[config.mk]
export PLATFORM = sky130hd
export DESIGN_NAME = vga_fb_arbiter
export DESIGN_NICKNAME = d
export VERILOG_FILES = /design/src/rtl/vga_fb_arbiter.sv
export SDC_FILE = /design/constraint.sdc
export NUM_CORES = 1
export LEC_CHECK = 0
export BUFFER_PORTS_ARGS = -buffer_cell sky130_fd_sc_hd__clkbuf_2
export CAP_MARGIN = 15
export CORE_ASPECT_RATIO = 1.75
export CORE_UTILIZATION = 56
export DETAILED_ROUTE_END_ITERATION = 12
export PLACE_DENSITY = 0.86
export REMOVE_ABC_BUFFERS = 1
export SYNTH_ARGS = -nofsm -noshare
export SYNTH_HDL_FRONTEND = slang
export SYNTH_SLANG_ARGS = --single-unit
[constraint.sdc]
create_clock -name clock_i -period 3.3 [get_ports clock_i]
set_input_delay 0.165 -clock clock_i [delete_from_list [all_inputs] [get_ports clock_i]]
set_output_delay 0.165 -clock clock_i [all_outputs]
set_load 0.01 [all_outputs]
[src/rtl/vga_fb_arbiter.sv]
`default_nettype none
// ============================================================================
// Module  : vga_fb_arbiter
// Brief   : Single-port VGA framebuffer arbiter: scanout reads, buffered CPU
//           pixel stores and a screen-clear sweep engine. reset_i is active-low.
//           Optional macro FB_ARB_STATS_EN adds a stalled-store cycle counter.
// Revision: 1.0 - initial release
// ============================================================================
module vga_fb_arbiter #(
    parameter int ADDR_W     = 19,
    parameter int DATA_W     = 8,
    parameter int PIXELS     = 307200,
    parameter int FIFO_DEPTH = 4
) (
    input  logic              clock_i,
    input  logic              reset_i,
    input  logic              rd_req_i,
    input  logic [ADDR_W-1:0] rd_addr_i,
    output logic [DATA_W-1:0] rd_data_o,
    output logic              rd_valid_o,
    input  logic              cpu_we_i,
    input  logic [ADDR_W-1:0] cpu_addr_i,
    input  logic [DATA_W-1:0] cpu_data_i,
    output logic              cpu_stall_o,
    input  logic              clr_start_i,
    input  logic [DATA_W-1:0] clr_color_i,
    output logic              clr_busy_o,
    output logic              clr_done_o,
`ifdef FB_ARB_STATS_EN
    output logic [15:0]       stall_cycles_o,
`endif
    output logic [ADDR_W-1:0] fb_addr_o,
    output logic              fb_we_o,
    output logic [DATA_W-1:0] fb_wdata_o,
    input  logic [DATA_W-1:0] fb_rdata_i
);

    localparam logic [0:0] S_IDLE  = 1'b0;
    localparam logic [0:0] S_CLEAR = 1'b1;

    localparam int                  c_PTR_W = $clog2(FIFO_DEPTH);
    localparam int                  c_CNT_W = c_PTR_W + 1;
    localparam int                  c_ENT_W = ADDR_W + DATA_W;
    localparam logic [c_CNT_W-1:0]  c_FULL  = c_CNT_W'(FIFO_DEPTH);
    localparam logic [ADDR_W-1:0]   c_LAST  = ADDR_W'(PIXELS - 1);

    logic [0:0]         state_q, state_d;
    logic [ADDR_W-1:0]  clr_cnt_q, clr_cnt_d;
    logic [DATA_W-1:0]  clr_color_q, clr_color_d;
    logic               clr_done_q, clr_done_d;
    logic               rd_valid_q;

    logic [c_ENT_W-1:0] fifo_q [FIFO_DEPTH];
    logic [c_PTR_W-1:0] wr_ptr_q, wr_ptr_d;
    logic [c_PTR_W-1:0] rd_ptr_q, rd_ptr_d;
    logic [c_CNT_W-1:0] count_q, count_d;

    logic               w_push;
    logic               w_pop;
    logic               w_clr_wr;
    logic [c_ENT_W-1:0] w_head;

    assign cpu_stall_o = (count_q == c_FULL);
    assign clr_busy_o  = (state_q == S_CLEAR);
    assign clr_done_o  = clr_done_q;
    assign rd_valid_o  = rd_valid_q;
    assign rd_data_o   = rd_valid_q ? fb_rdata_i : '0;

    // Draining waits while a clear is pending or running so stores land on top of it.
    assign w_push   = cpu_we_i && !cpu_stall_o && (cpu_addr_i <= c_LAST);
    assign w_clr_wr = (state_q == S_CLEAR) && !rd_req_i;
    assign w_pop    = (state_q == S_IDLE) && !clr_start_i && !rd_req_i && (count_q != '0);
    assign w_head   = fifo_q[rd_ptr_q];

    always_comb begin
        fb_addr_o  = '0;
        fb_we_o    = 1'b0;
        fb_wdata_o = '0;
        if (rd_req_i) begin
            fb_addr_o = rd_addr_i;
        end else if (w_clr_wr) begin
            fb_addr_o  = clr_cnt_q;
            fb_we_o    = 1'b1;
            fb_wdata_o = clr_color_q;
        end else if (w_pop) begin
            fb_addr_o  = w_head[c_ENT_W-1:DATA_W];
            fb_we_o    = 1'b1;
            fb_wdata_o = w_head[DATA_W-1:0];
        end
    end

    always_comb begin
        state_d     = state_q;
        clr_cnt_d   = clr_cnt_q;
        clr_color_d = clr_color_q;
        clr_done_d  = 1'b0;
        case (state_q)
            S_IDLE: begin
                if (clr_start_i) begin
                    state_d     = S_CLEAR;
                    clr_color_d = clr_color_i;
                    clr_cnt_d   = '0;
                end
            end
            S_CLEAR: begin
                if (!rd_req_i) begin
                    if (clr_cnt_q == c_LAST) begin
                        state_d    = S_IDLE;
                        clr_cnt_d  = '0;
                        clr_done_d = 1'b1;
                    end else begin
                        clr_cnt_d = clr_cnt_q + ADDR_W'(1);
                    end
                end
            end
            default: state_d = S_IDLE;
        endcase
    end

    always_comb begin
        wr_ptr_d = w_push ? wr_ptr_q + c_PTR_W'(1) : wr_ptr_q;
        rd_ptr_d = w_pop  ? rd_ptr_q + c_PTR_W'(1) : rd_ptr_q;
        count_d  = count_q;
        case ({w_push, w_pop})
            2'b10:   count_d = count_q + c_CNT_W'(1);
            2'b01:   count_d = count_q - c_CNT_W'(1);
            default: count_d = count_q;
        endcase
    end

    always_ff @(posedge clock_i) begin
        if (!reset_i) begin
            state_q     <= S_IDLE;
            clr_cnt_q   <= '0;
            clr_color_q <= '0;
            clr_done_q  <= 1'b0;
            rd_valid_q  <= 1'b0;
            wr_ptr_q    <= '0;
            rd_ptr_q    <= '0;
            count_q     <= '0;
        end else begin
            state_q     <= state_d;
            clr_cnt_q   <= clr_cnt_d;
            clr_color_q <= clr_color_d;
            clr_done_q  <= clr_done_d;
            rd_valid_q  <= rd_req_i;
            wr_ptr_q    <= wr_ptr_d;
            rd_ptr_q    <= rd_ptr_d;
            count_q     <= count_d;
        end
    end

    // Entry storage needs no reset; the pointers and count define validity.
    always_ff @(posedge clock_i) begin
        if (w_push) begin
            fifo_q[wr_ptr_q] <= {cpu_addr_i, cpu_data_i};
        end
    end

`ifdef FB_ARB_STATS_EN
    logic [15:0] stall_cnt_q;

    always_ff @(posedge clock_i) begin
        if (!reset_i) begin
            stall_cnt_q <= '0;
        end else if (cpu_stall_o && cpu_we_i && (stall_cnt_q != 16'hFFFF)) begin
            stall_cnt_q <= stall_cnt_q + 16'd1;
        end
    end

    assign stall_cycles_o = stall_cnt_q;
`endif

endmodule
`default_nettype wire
; ---- Yosys cells after proc, flatten, opt, wreduce, memory -nomap -nowiden
; Memory sizes are Yosys's and may differ from the RTL's. A register that Yosys moved wholly into a read port is not among the register bits.
; Index checks and enable logic that the tools add are counted.
[word_totals]
ram_bits = 108
elab_cells = 61
regBits = 37
inputBits = 67
memories = 1
[mem_list]
columns = memory, words, word_bits, rd, rd_clocked_by_memory_dff, wr, line
row1 = fifo_q, 4, 27, 1, 1, 1, 53  ; logic [c_ENT_W-1:0] fifo_q [FIFO_DEPTH];
[classes]
n_eq_ne = 6
addsub = 5
reduce_logical = 14
bitwise_logic = 2
order_cmp = 1
muxes = 24
[op_table]
columns = operator, count
row1 = 19-bit 2-to-1 mux, 6
row2 = 19-bit one-hot mux with 2 select lines, 1
row3 = 8-bit 2-to-1 mux, 4
row4 = "19-bit by 1-bit adder with 19-bit output, second input constant", 1
row5 = "19-bit == test, second input constant", 1
row6 = "19-bit <= comparator, second input constant", 1
row7 = 1-bit 2-to-1 mux, 9
row8 = 1-bit logical AND, 6
row9 = 3-bit one-hot mux with 2 select lines, 1
row10 = "2-bit by 1-bit adder with 2-bit output, second input constant", 2
row11 = 2-bit 2-to-1 mux, 2
row12 = "2-bit != test, second input constant", 2
row13 = 2-bit AND reduction, 2
row14 = "3-bit by 1-bit adder with 3-bit output, second input constant", 1
row15 = "3-bit == test, second input constant", 1
row16 = 1-bit zero test, 3
row17 = 3-bit nonzero test, 1
row18 = 3-bit OR reduction, 1
row19 = "3-bit by 1-bit subtractor with 3-bit output, second input constant", 1
row20 = "2-bit by 1-bit == test with 1-bit output, second input constant", 1
row21 = "2-bit == test, second input constant", 1
row22 = 1-bit inverter, 2
row23 = 1-bit one-hot mux with 2 select lines, 1
row24 = 2-bit nonzero test, 1

; ---- Logic depth before layout (Yosys ltp)
; Gate-level depths: netlist (run 1).
[logic_depth]
ltp_word = 7
depth_mapped = 10

; ---- Least setup slack after synthesis (run 1)
; OpenSTA, ideal clock, no wires.
[synth_timing]
path_type = flip-flop to flip-flop
start = register state_q, in the netlist clr_busy_o
end = register count_q[2]
t_required_ns = 3.230
synth_period_minus_slack_ns = 2.349
arrival_ns = 2.279
stages_incl_launch_ff = 9
slack_ns = 0.951
path_cell_list = dfxtp_1 > nor4_1 > clkbuf_1 > ha_1 > inv_1 > fa_1 > xor2_1 > or3_1 > a21oi_1
[synth_via]
elab_chain_cells = 6
[synth_lines]
columns = element, line
row1 = "start, declared", 47  ; logic [0:0] state_q, state_d;
row2 = "start signal, assigned", 142  ; state_q <= state_d;
row3 = 1-bit inverter (no source line) (*), n/a
row4 = 1-bit logical AND (*) (3 in series), 72  ; assign w_pop = (state_q == S_IDLE) && !clr_start_i && !rd_req_i && (count_q != '0);
row5 = named net w_pop, 59  ; logic w_pop;
row6 = 2-bit by 1-bit == test with 1-bit output / 2-bit == test (equally long branches), 124  ; case ({w_push, w_pop})
row7 = 3-bit one-hot mux with 2 select lines / 2-bit nonzero test (equally long branches), n/a
row8 = "end signal, assigned", 149  ; count_q <= count_d;
row9 = "end, declared", 56  ; logic [c_CNT_W-1:0] count_q, count_d;
; The timed path passes the listed nets; every way through them passes the cells marked *.
; A chain may end at the register's enable or synchronous reset.

==> results of run 1 <==
==> Yosys cell counts, drive strengths merged (4+ instances only) <==
master | number | area share, %
edfxtp | 108 | 52
dfxtp | 39 | 12
nand2 | 36 | 2.2
inv | 29 | 1.7
mux4 | 27 | 9.7
clkbuf | 23 | 1.8
a21oi | 19 | 1.5
a222oi | 19 | 3.0
nor2 | 19 | 1.1
o21ai | 15 | 1.2
and2 | 14 | 1.4
nand3 | 11 | 0.88
nor3 | 9 | 0.72
a22o | 8 | 1.1
nor4 | 7 | 0.94
and3 | 6 | 0.60
buf | 6 | 0.72
ha | 6 | 1.2
nand2b | 5 | 0.50
nand4 | 5 | 0.80
a31oi | 4 | 0.40
==> path summary, 6_finish.rpt <==
kind	startpoint	end
setup / recovery	flop	fb_addr_o[6]
hold / removal	clr_color_i[3]	clr_color_q[3]
setup reg to reg	count_q[1]	count_q[2]
hold reg to reg	clr_color_q[5]	clr_color_q[5]
==> registers in the layout, indices dropped and copies added (netlist names), named ones only <==
name	cells
clr_busy_o	1
clr_cnt_q	19
clr_color_q	8
clr_done_o	1
count_q	3
fifo_q	108
rd_ptr_q	2
rd_valid_o	1
wr_ptr_q	2
==> cell type report <==
class / count / area [µm²]
repair buffers: 154 / 973
inverters: 29 / 109
multi-input cells: 240 / 1990
well taps: 130 / 163
flip-flops and latches: 147 / 4030
fillers: 661 / 3020
clock inverters: 14 / 115
clock buffers: 18 / 429
==> kinds of logic after synthesis <==
group,count (synthesis),synth area share (%)
xor+xnor,6,0.838
fa+ha+maj,7,1.52
simple gates,122,10.5
compound gates,76,8.78
buf+inv,58,4.23
mux,29,10.0
flops,147,64.2
==> placed cells by master (no fill, tap or decap), types with 3 or more instances in the layout <==
master | Yosys | routed
xnor2_1 | 3 | 3
a31oi_1 | 4 | 4
nor3_1 | 9 | 9
nand2b_1 | 5 | 5
clkinv_4 | 0 | 3
clkinv_2 | 0 | 4
inv_1 | 28 | 28
nand2_1 | 35 | 35
nor2_1 | 19 | 19
mux4_2 | 27 | 27
clkinvlp_4 | 0 | 3
clkbuf_16 | 0 | 17
a222oi_1 | 19 | 19
nand3_1 | 11 | 11
dlygate4sd3_1 | 0 | 33
ha_1 | 6 | 6
edfxtp_1 | 108 | 108
nand4_2 | 3 | 3
buf_4 | 1 | 15
and2_1 | 14 | 14
a21oi_1 | 19 | 19
nor4_1 | 6 | 5
o21ai_0 | 15 | 15
a22o_1 | 8 | 8
and3_1 | 6 | 6
clkbuf_2 | 1 | 106
dfxtp_1 | 39 | 38
xor2_1 | 3 | 3
==> through the flow <==
stage	area [µm²]	setup WS, ns	cells
after global routing	7810	0.512	732
after floorplan	6120	-0.834	416
after CTS	7810	0.631	732
final	7810	0.685	732
after global placement	6930	0.977	667
after detailed placement	6930	0.877	667
==> layer usage <==
metal  share of wire (%)  track usage, %  routed length (µm)
met5                   0               0                   0
met4                 3.7            15.0                 560
met3                 8.2            6.79                1230
met2                  54            47.5                8200
met1                  34            30.6                5080
==> power groups by stage <==
stage               Clock [mW]  Combinational (mW)  Sequential (mW)
floorplan                    0               0.170             2.11
global placement             0               0.311             2.10
detailed placement           0               0.324             2.11
CTS                       1.76               0.359             2.07
global route              1.84               0.389             2.08
finish                    1.76               0.364             2.07
==> critical path, cell delays in order, from the launching register on <==
cell and delay, ns:
dfxtp_2 0.62, buf_4 0.32, mux4_2 0.53, a222oi_1 0.37, inv_1 0.07, clkbuf_2 0.13
==> impl_results.md, run 1 <==
- H-tree depth: 4
- YS warnings: 0
- Port buffer count: 106
- Gate power share: 8.7%
- CTS tree: done
- Fin. Hold Viols: 0
- Post-Syn Area: 0.00627 mm²
- LEAKAGE: 2.99 nW
- Worst vdd ir: 0.636 mV
- Maximum clock rate: 382 MHz
- Outcome: finished clean
- Worst endpoint required time: 3.13 ns
- Sw Share: 22.8%
- Synthesis-to-layout area growth: 24.5%
- Power per cell area: 538 mW/mm²
- RSZ-0062 raised after global routing: false
- Final setup vio count: 0
- Post-synth EDFFs: 108
- Main synth FF type: edfxtp_1
- Hpwl dp: 9.39 mm
- Crit start category: flop
- Total GRT Usage: 27.7%
- CTS root buffer: clkbuf_16
- Layout cell share with drive strength beyond 1: 31.1%
- Clock network power share: 42.0%
- Flop pwr share: 49.3%
- CTS Buf Count: 17
- Hold_ws: 0.0258 ns
- CP arrival: 2.45 ns
- Die H: 142 µm
- WL final: 15.1 mm
- Vias in the first global route: 4667
- Min cycle time layout: 2.61 ns
- Post-synthesis sequential area ratio: 64.2%
- Min-Delay Path Depth: 3
- Syn Inst Count: 445
- Via count: 4587
- Slew Limit Headroom: 36.1%
- Psw: 0.959 mW
- Diode count: 0
- Clock skew: 0.00650 ns
- Maximum buffer depth of the clock tree: 2
- Total grt overflow: 0
- Crit Path Class: reg2out
- Final net count: 663
- Netlist cell types: 50
- Period Utilization, post-route: 79.2%
- Die footprint: 0.0116 mm²
- First-pass GRT wire length: 23.0 mm
- Drt pass-1 iters: 7
- Tot Pwr: 4.20 mW
- Post_cts resized: 0
- Initial antenna violation count: 0
- Syn Area/Cell: 14.1 µm²
- Drt wl/cell: 20.6 µm
- Internal Power: 3.24 mW
- Num Clock Sinks: 147
- Ports: 107
- Clock transition at the registers of the reported paths: 0.06 ns
- Post-CTS Hold Buffers: 33
- Max-cap violations: 0
- Worst slew pin tran: 0.949 ns
- Largest net degree at the start of global routing: 31
- R2r setup slk: 0.96 ns
- Post-layout util: 72.1%
- Number of cell rows: 50
- Vias per cell: 6.27
- Drt drc: 0
- Routability-driven placement congestion ratio: 0.824
- Hold WC Path Type: in2reg
- DRT iter0 DRCs: 498
- Yosys reg bits: 147
- Die width: 82 µm
- Worst-skew pair later-pin latency: 0.42 ns
- Worst-path fanout max: 12
- Post-synthesis async set-or-reset flop share: 0%
- Postcts setup bufs: 0
- R2R cell count: 10
- Final Max Slew Viols: 0
- Initial Utilization: 58.0%
- Core area: 0.0108 mm²
- Crit. End Element: primary output
- Setup_tns: 0 ns
- Antenna-violating nets left: 0
No activity file was read; power rests on OpenSTA's default activity.
==> run 2, diff against run 1 <==
- CORE_UTILIZATION: 56 -> 50
- PLACE_DENSITY: 0.86 -> 0.81
- clock period: 3.3 -> 2.3 ns (I/O delays scaled with it)
==> impl_results.md, run 2 (synthesized netlist as in run 1, its figures left out) <==
- Drt wl/cell: 20.1 µm (was 20.6 µm)
- Crit. End Element: flop (was primary output)
- Synthesis-to-layout area growth: 28.1% (was 24.5%)
- DRT iter0 DRCs: 495 (was 498)
- H-tree depth: 4 (unchanged)
- Crit Path Class: in2reg (was reg2out)
- Die H: 150 µm (was 142 µm)
- Hold WC Path Type: in2reg (unchanged)
- WL final: 15.7 mm (was 15.1 mm)
- Tot Pwr: 6.27 mW (was 4.20 mW)
- First-pass GRT wire length: 23.9 mm (was 23.0 mm)
- Largest Register: fifo_q (unchanged)
- Most common cell after layout, fill and taps aside: edfxtp_1 (unchanged)
- Vias in the first global route: 4707 (was 4667)
- Fin. Hold Viols: 0 (unchanged)
- Die footprint: 0.0130 mm² (was 0.0116 mm²)
- Layout cell share with drive strength beyond 1: 32.9% (was 31.1%)
- LEAKAGE: 3.09 nW (was 2.99 nW)
- Total GRT Usage: 25.4% (was 27.7%)
- Initial Utilization: 51.7% (was 58.0%)
- Clock transition at the registers of the reported paths: 0.06 ns (about the same)
- Worst-path fanout max: 5 (was 12)
- Total grt overflow: 0 (unchanged)
- Min cycle time layout: 2.22 ns
- Routability-driven placement congestion ratio: 0.825 (was 0.824)
- Core area: 0.0121 mm² (was 0.0108 mm²)
- Worst-path cell chain: dlygate4sd3_1 -> clkbuf_2 -> a21o_1 -> a211o_1 -> a211oi_2 -> inv_1 -> ha_2 -> inv_1 -> fa_2 -> xor2_1 -> or3_1 -> a21oi_2 (was buf_4 -> mux4_2 -> a222oi_1 -> inv_1 -> clkbuf_2)
- Hold Crit Start: clr_start_i (was clr_color_i[3])
- Delay-heaviest family, CP: buffers and inverters (was flip-flops)
- Worst endpoint required time: 2.64 ns (was 3.13 ns)
- CTS tree: done (unchanged)
- CTS root buffer: clkbuf_16 (unchanged)
- Placed cell count: 714 (was 667)
- Worst vdd ir: 0.720 mV (was 0.636 mV)
- Max-cap violations: 0 (unchanged)
- Crit-path slowest cell: dlygate4sd3_1 (was dfxtp_2)
- Maximum buffer depth of the clock tree: 2 (unchanged)
- Non-filler cells, final: 782 (was 732)
- Diode count: 0 (unchanged)
- Vias per cell: 5.84 (was 6.27)
- Hpwl dp: 10.3 mm (was 9.39 mm)
- Slew Limit Headroom: 65.0% (was 36.1%)
- Top Registers: fifo_q: 108 flops, clr_cnt_q: 19 flops, clr_color_q: 8 flops (unchanged)
- Drt pass-1 iters: 6 (was 7)
- Final Max Slew Viols: 0 (unchanged)
- Final setup vio count: 0 (unchanged)
- Clock skew: 0.00886 ns (was 0.00650 ns)
- Ports: 107 (unchanged)
- Most numerous cell on the critical path: inv_1
- Setup_tns: 0 ns (unchanged)
- RSZ-0062 raised after global routing: true (was false)
- Outcome: finished clean (unchanged)
- Power per cell area: 780 mW/mm² (was 538 mW/mm²)
- Worst slew pin tran: 0.525 ns (was 0.949 ns)
- Period Utilization, post-route: 96.4%
- Max reg flops: 108 (unchanged)
- Post-layout util: 66.2% (was 72.1%)
- Crit path largest cell delay: 0.54 ns (was 0.62 ns)
- Via count: 4568 (was 4587)
- Critical R2R Launch: clr_cnt_q[7] (was count_q[1])
- Initial antenna violation count: 0 (unchanged)
- Port buffer count: 106 (unchanged)
- R2r setup slk: 0.19 ns (was 0.96 ns)
- Most frequent cells in the layout: 108 x edfxtp_1, 106 x clkbuf_2, 38 x dfxtp_1 (unchanged)
- Crit path buf inv count: 4 (was 3)
- Crit start category: input pin (was flop)
- Critical path origin: cpu_addr_i[13]
- Drt drc: 0 (unchanged)
- Worst-skew pair later-pin latency: 0.42 ns (about the same)
- Antenna-violating nets left: 0 (unchanged)
- Num Clock Sinks: 147 (unchanged)
- Final net count: 678 (was 663)
- Largest net degree at the start of global routing: 31 (unchanged)
- Number of cell rows: 53 (was 50)
- Die width: 86.7 µm (was 82 µm)
- CP arrival: 2.56 ns (was 2.45 ns)
- Maximum clock rate: 451 MHz
- CTS Buf Count: 17 (unchanged)
==> run 2: cell type report <==
type / count / area (µm²)
repair buffers: 169 / 1110
flip-flops and latches: 147 / 4030
well taps: 165 / 206
fillers: 850 / 4100
clock inverters: 14 / 161
clock buffers: 18 / 429
inverters: 29 / 109
multi-input cells: 240 / 2000
==> run 2: where the power goes <==
group	total, mW	switching, mW	internal (mW)	leakage [nW]
combinational	0.558	0.297	0.261	1.51
clock	2.75	1.05	1.70	0.281
sequential	2.96	0.0343	2.93	1.30
total	6.27	1.38	4.89	3.09
==> run 2: final timing paths <==
check,endpoint,depth (start not counted)
setup reg to reg,clr_cnt_q[15],5
hold / removal,clr_busy_o,3
setup / recovery,count_q[2],12
hold reg to reg,clr_color_q[1],2
==> run 2: worst register-to-register path: stages, from the launching register on <==
cell     delay, ns
dfxtp_1       0.52
nand4_2       0.20
nor4_4        0.35
nand4_2       0.21
or4b_1        0.57
a31oi_1       0.19
==> run 2: through the flow <==
| stage | worst slack [ns] | instance area (µm²) | hold slack, ns |
|---|---|---|---|
| finish | 0.0829 | 8040 | 0.0772 |
| global route | -0.0203 | 8040 | 0.0861 |
| floorplan | -1.83 | 6120 | 0.214 |
| global placement | 0.274 | 7070 | 0.330 |
| CTS | 0.0149 | 8010 | 0.0566 |
| detailed placement | 0.148 | 7070 | 0.337 |
==> run 2: metal layers <==
layer	share of wire [%]	vias up	track usage, %
li1	-	2040	-
met1	35	2248	27.6
met2	55	244	46.5
met3	6.7	36	5.26
met4	3.0	0	12.1
met5	0	-	0
==> run 2: what timing repair did <==
item	4_1_cts	5_1_grt
setup endpoints to repair	0	11
resized for setup	0	7
hold buffers	35	0
setup buffers	0	1
endpoints found under the hold margin	116	0
